### config.mk
export PLATFORM = sky130hd
export DESIGN_NAME = fma_stage2_csa_tree
export DESIGN_NICKNAME = d
export VERILOG_FILES = /design/src/rtl/fma_stage2_csa_tree.sv
export SDC_FILE = /design/constraint.sdc
export NUM_CORES = 2
export LEC_CHECK = 0
export CAP_MARGIN = 20
export CORE_MARGIN = 4
export CORE_UTILIZATION = 35
export CTS_CLUSTER_DIAMETER = 40
export DETAILED_ROUTE_END_ITERATION = 8
export HOLD_SLACK_MARGIN = 0.06
export PLACE_DENSITY = 0.58
export SYNTH_ARGS = -nofsm -noshare
export SYNTH_HDL_FRONTEND = slang
export SYNTH_SLANG_ARGS = --single-unit
### constraint.sdc
create_clock -name clk -period 2.6 [get_ports clk]
set_clock_uncertainty 0.2 [all_clocks]
set_input_delay 0.52 -clock clk [delete_from_list [all_inputs] [get_ports clk]]
set_output_delay 0.52 -clock clk [all_outputs]
set_load 0.05 [all_outputs]
### src/rtl/fma_stage2_csa_tree.sv
// rtl/fma_stage2_csa_tree.sv - FMA stage 2: Booth rows plus aligned addend reduced to a carry-save pair
// Stage 2a reduces 15 rows to 4, stage 2b reduces 4 to 2; valid/ready handshake on both sides.
`timescale 1ns/1ps
module fma_stage2_csa_tree (
  input  logic        clk,
  input  logic        rst,
  input  logic        in_valid,
  output logic        in_ready,
  input  logic [35:0] partial_mul,
  input  logic        man_b_msb,
  input  logic [23:0] man_a,
  input  logic [23:0] man_c,
  input  logic [7:0]  shift,
  input  logic        right_or_left,
  input  logic [7:0]  current_exp,
  input  logic        sign_a,
  input  logic        sign_b,
  input  logic        sign_c,
  output logic        out_valid,
  input  logic        out_ready,
  output logic [75:0] out_sum,
  output logic [75:0] out_carry,
  output logic [7:0]  out_exp,
  output logic        out_sign_p,
  output logic        out_eff_sub,
  output logic        out_sticky,
  output logic        out_c_dom
);
  localparam int FIELD_W    = 76;
  localparam int PROD_OFS   = 26;
  localparam int ALIGN_BASE = 49;
  localparam int NROWS      = 15;

  function automatic logic [FIELD_W-1:0] csa_s(input logic [FIELD_W-1:0] x, input logic [FIELD_W-1:0] y,
                                               input logic [FIELD_W-1:0] z);
    return x ^ y ^ z;
  endfunction

  function automatic logic [FIELD_W-1:0] csa_c(input logic [FIELD_W-1:0] x, input logic [FIELD_W-1:0] y,
                                               input logic [FIELD_W-1:0] z);
    return ((x & y) | (x & z) | (y & z)) << 1;
  endfunction

  logic                      v2a_q, v2a_d, v2b_q, v2b_d;
  logic                      s2b_ready, ld_2a, ld_2b;
  logic [3:0][FIELD_W-1:0]   r4_q, r4_d;
  logic [7:0]                exp2a_q, exp2a_d, exp2b_q, exp2b_d;
  logic                      sp2a_q, sp2a_d, es2a_q, es2a_d, st2a_q, st2a_d, cd2a_q, cd2a_d;
  logic                      sp2b_q, sp2b_d, es2b_q, es2b_d, st2b_q, st2b_d, cd2b_q, cd2b_d;
  logic [FIELD_W-1:0]        sum_q, sum_d, carry_q, carry_d;

  logic [FIELD_W-1:0]        rows [NROWS];
  logic [FIELD_W-1:0]        addend;
  logic                      sticky, c_dom, eff_sub;

  always_comb begin
    s2b_ready = !v2b_q || out_ready;
    in_ready  = !v2a_q || s2b_ready;
    ld_2a     = in_valid && in_ready;
    ld_2b     = v2a_q && s2b_ready;
    v2a_d     = in_ready ? in_valid : v2a_q;
    v2b_d     = s2b_ready ? v2a_q : v2b_q;
  end

  always_comb begin : row_gen
    logic [38:0]          digs;
    logic [2:0]           dig;
    logic [FIELD_W-1:0]   mag;
    logic [FIELD_W-1:0]   corr;
    logic [FIELD_W-1:0]   base;
    logic [2*FIELD_W-1:0] wide;
    digs    = {2'b00, man_b_msb, partial_mul};
    dig     = '0;
    mag     = '0;
    corr    = '0;
    wide    = '0;
    addend  = '0;
    sticky  = 1'b0;
    c_dom   = 1'b0;
    eff_sub = sign_a ^ sign_b ^ sign_c;
    base    = FIELD_W'(man_c) << ALIGN_BASE;
    // Negative rows are ~(|d|*A) shifted; the two's-complement +1 lands on the row's own LSB in corr.
    for (int i = 0; i < 13; i++) begin
      dig = 3'(digs >> (3 * i));
      case (dig)
        3'b001, 3'b111: mag = FIELD_W'(man_a);
        3'b010, 3'b110: mag = FIELD_W'(man_a) << 1;
        default:        mag = '0;
      endcase
      if (dig == 3'b110 || dig == 3'b111) begin
        rows[i] = ~mag << (PROD_OFS + 2 * i);
        corr    = corr | (FIELD_W'(1) << (PROD_OFS + 2 * i));
      end else begin
        rows[i] = mag << (PROD_OFS + 2 * i);
      end
    end
    if (!right_or_left) begin
      if (shift > 8'd2) begin
        addend = base << 2;
        c_dom  = 1'b1;
      end else begin
        addend = base << shift;
      end
    end else if (shift >= 8'd73) begin
      sticky = |man_c;
    end else begin
      wide   = {base, {FIELD_W{1'b0}}} >> shift;
      addend = wide[2*FIELD_W-1:FIELD_W];
      sticky = |wide[FIELD_W-1:0];
    end
    rows[13] = eff_sub ? ~addend : addend;
    rows[14] = corr | FIELD_W'(eff_sub);
  end

  always_comb begin : tree_2a
    logic [FIELD_W-1:0] sa, ca, sb, cb, t;
    sa = rows[0];
    ca = rows[1];
    for (int j = 2; j < 8; j++) begin
      t  = csa_s(sa, ca, rows[j]);
      ca = csa_c(sa, ca, rows[j]);
      sa = t;
    end
    sb = rows[8];
    cb = rows[9];
    for (int j = 10; j < NROWS; j++) begin
      t  = csa_s(sb, cb, rows[j]);
      cb = csa_c(sb, cb, rows[j]);
      sb = t;
    end
    r4_d    = r4_q;
    exp2a_d = exp2a_q;
    sp2a_d  = sp2a_q;
    es2a_d  = es2a_q;
    st2a_d  = st2a_q;
    cd2a_d  = cd2a_q;
    if (ld_2a) begin
      r4_d    = {cb, sb, ca, sa};
      exp2a_d = current_exp;
      sp2a_d  = sign_a ^ sign_b;
      es2a_d  = eff_sub;
      st2a_d  = sticky;
      cd2a_d  = c_dom;
    end
  end

  always_comb begin : tree_2b
    logic [FIELD_W-1:0] s1, c1;
    s1      = csa_s(r4_q[0], r4_q[1], r4_q[2]);
    c1      = csa_c(r4_q[0], r4_q[1], r4_q[2]);
    sum_d   = sum_q;
    carry_d = carry_q;
    exp2b_d = exp2b_q;
    sp2b_d  = sp2b_q;
    es2b_d  = es2b_q;
    st2b_d  = st2b_q;
    cd2b_d  = cd2b_q;
    if (ld_2b) begin
      sum_d   = csa_s(s1, c1, r4_q[3]);
      carry_d = csa_c(s1, c1, r4_q[3]);
      exp2b_d = exp2a_q;
      sp2b_d  = sp2a_q;
      es2b_d  = es2a_q;
      st2b_d  = st2a_q;
      cd2b_d  = cd2a_q;
    end
  end

  always_ff @(posedge clk or negedge rst) begin
    if (!rst) begin
      v2a_q   <= 1'b0;
      v2b_q   <= 1'b0;
      r4_q    <= '0;
      exp2a_q <= '0;
      sp2a_q  <= 1'b0;
      es2a_q  <= 1'b0;
      st2a_q  <= 1'b0;
      cd2a_q  <= 1'b0;
      sum_q   <= '0;
      carry_q <= '0;
      exp2b_q <= '0;
      sp2b_q  <= 1'b0;
      es2b_q  <= 1'b0;
      st2b_q  <= 1'b0;
      cd2b_q  <= 1'b0;
    end else begin
      v2a_q   <= v2a_d;
      v2b_q   <= v2b_d;
      r4_q    <= r4_d;
      exp2a_q <= exp2a_d;
      sp2a_q  <= sp2a_d;
      es2a_q  <= es2a_d;
      st2a_q  <= st2a_d;
      cd2a_q  <= cd2a_d;
      sum_q   <= sum_d;
      carry_q <= carry_d;
      exp2b_q <= exp2b_d;
      sp2b_q  <= sp2b_d;
      es2b_q  <= es2b_d;
      st2b_q  <= st2b_d;
      cd2b_q  <= cd2b_d;
    end
  end

  assign out_valid   = v2b_q;
  assign out_sum     = sum_q;
  assign out_carry   = carry_q;
  assign out_exp     = exp2b_q;
  assign out_sign_p  = sp2b_q;
  assign out_eff_sub = es2b_q;
  assign out_sticky  = st2b_q;
  assign out_c_dom   = cd2b_q;
endmodule

* After elaboration in Yosys (flattened, before gate mapping) *
Cells that the tools add are included.

word-level totals
  bits in registers = 479
  input port bits = 109
  output and inout port bits = 166
  logic and storage cells = 266

operators by class
  $lt $le $gt $ge = 2
  equal/unequal tests = 48
  shift operators = 2
  muxes and demuxes = 45
  bitwise operators = 107
  reduce and logical (&&, ||, !) cells = 44

operators by type and width
  cell                                  number
  bitwise AND 75 bit                    36
  bitwise OR 75 bit                     26
  bitwise XOR 76 bit                    24
  two-way mux 76 bit                    16
  one-hot mux 25 bit (2 select lines)   12
  right shift 149 x 8 -> 152 bit        1
  bitwise AND 75 x 74 -> 75 bit         2
  NOT 76 bit                            1
  OR reduction 76 bit                   1
  left shift 73 x 8 -> 76 bit           1
  bitwise XOR 76 x 49 -> 76 bit         1
  bitwise XOR 76 x 74 -> 76 bit         1
  bitwise AND 75 x 49 -> 75 bit         1
  == test 3 bit, second input constant  24
  NOT 50 bit                            1
  two-way mux 49 bit                    1
  bitwise OR 49 x 1 -> 49 bit           1
  NOT 48 bit                            1
  OR reduction 2 bit                    24
  two-way mux 47 bit                    1
  NOT 46 bit                            1
  two-way mux 45 bit                    1
  NOT 44 bit                            1
  two-way mux 43 bit                    1
  other kinds (27)                      68

* Depth between registers and ports, before layout *
  word-level depth = 23
  gate-level depth with buffers = 17
  mapped depth without buffers = 15

* Least setup slack after synthesis *
Ideal clock, no wire load.

  path kind = input-to-reg
  start point = input port partial_mul[3]
  end point = register r4_q[43] in the netlist's numbering
  setup time = 0.125 ns
  arrival = 4.935 ns
  data required time = 2.275 ns
  setup slack = -2.660 ns
  stages = 14
  buffers on the path = 2
  cell sequence = clkbuf_1 > buf_1 > mux2i_1 > a22o_1 > a22o_1 > fa_1 > inv_1 > fa_1 > fa_1 > fa_1 > fa_1 > inv_1 > fa_1 > mux2_2

between the ends
  cells in the longest elaborated chain, start to end = 22
  elaborated cells on any way between the ends = 46
  those cells by class = eq/ne: 4; mux: 2; bitwise: 37; reduce/logical: 3

ends and longest elaborated chain
  item                                   RTL line  RTL
  start: declaration                     9         input logic [35:0] partial_mul,
  == test 3 bit (tied with other cells)  85, 90
  OR reduction 2 bit                     85        case (dig)
  one-hot mux 25 bit (2 select lines)    85
  NOT 48 bit                             91        rows[i] = ~mag << (PROD_OFS + 2 * i);
  two-way mux 76 bit *                   90        if (dig == 3'b110 || dig == 3'b111) begin
  bitwise AND 75 bit                     41        return ((x & y) | (x & z) | (y & z)) << 1;
  bitwise OR 75 bit (2 in series)        41
  bitwise AND 75 bit                     41
  bitwise OR 75 bit (2 in series)        41
  bitwise AND 75 bit                     41
  bitwise OR 75 bit (2 in series)        41
  bitwise AND 75 bit                     41
  bitwise OR 75 bit (2 in series)        41
  bitwise AND 75 bit                     41
  bitwise OR 75 bit (2 in series)        41
  bitwise XOR 76 bit * (2 in series)     36        return x ^ y ^ z;
  net tree_2a.sa[43]                     116       logic [FIELD_W-1:0] sa, ca, sb, cb, t;
  end signal: assignment                 189       r4_q <= r4_d;
  end: declaration                       46        logic [3:0][FIELD_W-1:0] r4_q, r4_d;

The timed path passes the listed nets; every way through them passes the cells marked *.
A chain may end at the register's enable or synchronous reset.

* Worst setup path after layout *
  start point = input port partial_mul[0]
  end point = register r4_q[48] in the netlist's numbering

between the ends
  cells in the longest elaborated chain, start to end = 22
  elaborated cells on any way between the ends = 46
  those cells by class = eq/ne: 4; mux: 2; bitwise: 37; reduce/logical: 3

ends and longest elaborated chain
  item                                   RTL line
  == test 3 bit (tied with other cells)  85, 90
  OR reduction 2 bit                     85
  one-hot mux 25 bit (2 select lines)    85
  NOT 50 bit                             91
  two-way mux 76 bit *                   90
  bitwise AND 75 bit                     41
  bitwise OR 75 bit (2 in series)        41
  bitwise AND 75 bit                     41
  bitwise OR 75 bit (2 in series)        41
  bitwise AND 75 bit                     41
  bitwise OR 75 bit (2 in series)        41
  bitwise AND 75 bit                     41
  bitwise OR 75 bit (2 in series)        41
  bitwise AND 75 bit                     41
  bitwise OR 75 bit (2 in series)        41
  bitwise XOR 76 bit * (2 in series)     36
  net tree_2a.sa[48]                     116

Marks and branches as above.

==> metrics.log <==
[metrics] status: finished with violations
[metrics] failing checks: setup timing
[metrics] remaining antenna violation count after routing: 0
[metrics] worst-skew pair later-pin latency: 0.64 ns
[metrics] via count of the first global-routing pass: 32500
[metrics] length of routed met2 wiring: 63900 um
[metrics] max-capacitance violation count: 0
[metrics] number of clock sinks: 342
[metrics] final-layout setup total negative slack: -172.97 ns
[metrics] flip-flop cell with the highest count after synthesis: sky130_fd_sc_hd__dfrtp_1
[metrics] cells after synthesis: 3579
[metrics] cell row count: 117
[metrics] distinct cell type count after synthesis: 74
[metrics] Setup crit start kind: input port
[metrics] antenna violations before repair: 5
[metrics] net total in the final layout: 4941
[metrics] setup repair after global routing missed its margin: true
[metrics] number of enable-type register cells in the synthesized netlist: 0
[metrics] Max H-tree Level: 3
[metrics] worst setup path category: input port to flip-flop
[metrics] total count of max-transition violations in the final report: 0
[metrics] total half-perimeter wirelength after legalization and detailed placement: 102000 um
[metrics] routability-driven placement congestion ratio: 0.944
[metrics] worst slew pin tran: 0.722 ns
[metrics] M1 WL: 59500 um
[metrics] crit-path max FO: 6
[metrics] largest cells by area after synthesis: sky130_fd_sc_hd__dfrtp_1, sky130_fd_sc_hd__fa_1, sky130_fd_sc_hd__mux2_2, sky130_fd_sc_hd__a22o_1, sky130_fd_sc_hd__mux2i_1
[metrics] Synth Cell Area: 36200 um2
[metrics] leading cell type by number of instances after synthesis: sky130_fd_sc_hd__a22o_1
[metrics] Avg WL per Cell: 23.9 um
[metrics] clock tree buffer depth: 3
[metrics] Overall Global Routing Usage: 0.251
[metrics] wire length of the first global-routing pass: 208000 um
[metrics] FF+latch count, synth: 342
[metrics] number of hold-slack violations in the final timing report: 0
[metrics] Iteration-0 DRC Markers: 2899
[metrics] sum of internal, switching and leakage power: 44100 uW
[metrics] list of most frequent post-synthesis cells: sky130_fd_sc_hd__a22o_1, sky130_fd_sc_hd__fa_1, sky130_fd_sc_hd__inv_1
[metrics] placeable core region: 102000 um2
[metrics] Static Leakage: 0.0243 uW
[metrics] fraction of layout cells with a size suffix above 1: 0.430
[metrics] count of pins on the block boundary: 275
[metrics] port buffer count: 247
[metrics] total congestion overflow after global routing: 0
[metrics] library cell with the largest summed area after synthesis: sky130_fd_sc_hd__dfrtp_1
[metrics] Clock transition at path regs: 0.06 ns
[metrics] count of warnings emitted by yosys: 0
[metrics] data arrival time of the worst path: 4.69 ns
[metrics] syn_area_per_cell: 10.1 um2
[metrics] ratio of total power to cell area: 830 nW/um2
[metrics] met3 wire length: 10900 um
[metrics] DR DRC count: 0
[metrics] Required @ worst endpoint: 2.92 ns
[metrics] initial cell density of the core: 0.354
[metrics] synthesis-to-layout area growth: 46.6%
[metrics] part of the cycle the worst path needs: 1.68
[metrics] CTS Root Cell: sky130_fd_sc_hd__clkbuf_16
[metrics] minimum period implied by the final worst setup slack: 4.37 ns
[metrics] proportion of synthesized chip area in sequential cells: 0.236
[metrics] Max-slew headroom: 0.519
[metrics] DR top layer: met5
[metrics] Vias: 32000
[metrics] final number of setup-violating endpoints: 150
[metrics] timing-limited maximum frequency: 229 MHz
[metrics] wire length reported by the detailed router: 139000 um
[metrics] worst path setup slack after routing: -1.77 ns
[metrics] Inserted Clock Buffers: 73
[metrics] overall die width: 330 um
[metrics] number of detailed-route iterations in the first pass: 6
[metrics] Synth async-reset ratio: 1.00
[metrics] fill count: 9041
[metrics] maximum VDD drop: 0.629 mV
[metrics] largest net degree at the start of global routing: 107
[metrics] area share of the largest cell type after synthesis: 0.236
[metrics] chip height: 330 um
[metrics] area of the multi-input gates: 27200 um2
[metrics] worst hold-check path type: flip-flop to flip-flop
[metrics] Seq. cell area: 8560 um2
[metrics] die area: 109000 um2
[metrics] vias per cell: 5.50
[metrics] clock tree from TritonCTS: built
[metrics] endpoint type of the worst setup path: flip-flop
routing by layer:
metal  vias to the layer above  GRT usage
li1                      14100          -
met1                     16200      0.345
met2                      1372      0.398
met3                       305     0.0498
met4                         4     0.0796
met5                         -          0
final cells by class:
class                   count  share of cell area
clock inverters            48              0.0107
repair buffers           1137               0.223
multi-input cells        2486               0.512
well taps                1368              0.0322
flip-flops and latches    342               0.161
clock buffers              85              0.0364
diodes                      3            0.000141
inverters                 349              0.0249
where the power goes:
part | switching (uW) | internal, uW | total, uW | leakage [uW]
clock | 3400 | 5950 | 9350 | 0.00121
combinational | 13700 | 12100 | 25700 | 0.0188
sequential | 1610 | 7430 | 9040 | 0.00423
total | 18700 | 25400 | 44100 | 0.0243
what timing repair did:
action                     4_1_cts  5_1_grt
pin swaps                      197      188
cloned                          23        6
setup endpoints to repair      196      170
buffers inserted               163       59
hold endpoints to repair       342        0
resized for setup              847      277
hold buffers                     1        0
path summary, 6_finish.rpt:
path | start | to | slack (ns) | cells past startpoint
worst min register to register | r4_q[170] | r4_q[170] | 0.28 | 2
worst max register to register | r4_q[150] | out_carry[75] | 0.32 | 3
worst min-delay path | r4_q[170] | r4_q[170] | 0.28 | 2
min in group asynchronous | rst | out_sum[48] | 0.31 | 3
max in group asynchronous | rst | r4_q[150] | 1.15 | 3
worst max-delay path | partial_mul[0] | r4_q[48] | -1.77 | 15
cell usage in the layout (no fill, tap or decap), drive strengths merged, types with 21 or more instances in the layout:
cell and count:
conb 27, clkbuf 96, a21oi 46, nor2 114, clkdlybuf4s50 151, mux2 311
dfrtp 342, xnor2 93, clkinv 24, nand2 212, mux4 43, mux2i 263
inv 362, and2 51, buf 934, o21ai 139, o22ai 25, a22o 371
a22oi 144, ha 99, fa 344, nand2b 21, xor2 47
critical path: stages:
cell,delay (ns)
sky130_fd_sc_hd__buf_12,0.12
sky130_fd_sc_hd__buf_8,0.12
sky130_fd_sc_hd__buf_6,0.12
sky130_fd_sc_hd__mux2i_1,0.11
sky130_fd_sc_hd__a22o_1,0.20
sky130_fd_sc_hd__a22o_1,0.22
sky130_fd_sc_hd__fa_1,0.56
sky130_fd_sc_hd__inv_2,0.04
sky130_fd_sc_hd__fa_2,0.53
sky130_fd_sc_hd__fa_2,0.43
sky130_fd_sc_hd__fa_2,0.54
sky130_fd_sc_hd__fa_1,0.40
sky130_fd_sc_hd__inv_1,0.08
sky130_fd_sc_hd__fa_2,0.42
sky130_fd_sc_hd__mux2_2,0.26
logic make-up after synthesis:
kind of cell	share of synthesized area
XOR/XNOR	0.0339
adder cells (fa/ha/maj)	0.224
AO/OA/AOI/OAI	0.170
AND/OR/NAND/NOR	0.0541
flip-flops	0.236
buffers and inverters	0.0845
other	0.000104
multiplexers	0.197
state kept, by name (all words and copies together), names as in the netlist:
| name | flops |
|---|---|
| cd2a_q | 1 |
| es2a_q | 1 |
| exp2a_q | 8 |
| out_c_dom | 1 |
| out_carry | 49 |
| out_eff_sub | 1 |
| out_exp | 8 |
| out_sign_p | 1 |
| out_sticky | 1 |
| out_sum | 76 |
| out_valid | 1 |
| r4_q | 191 |
| sp2a_q | 1 |
| st2a_q | 1 |
| v2a_q | 1 |
per-stage QoR:
stage               utilization  hold slack, ns  area, um2  setup WS, ns  std cells
floorplan                     -          0.0244      37800         -2.18       3605
global placement          0.443           0.260      45300         -2.75       5468
detailed placement        0.443           0.269      45300         -2.78       5468
CTS                       0.506           0.260      51800         -1.78       5772
global route              0.519           0.282      53100         -1.86       5815
finish                    0.519           0.279      53100         -1.77       5818
Note: power is estimated with default switching activity, not from simulation.
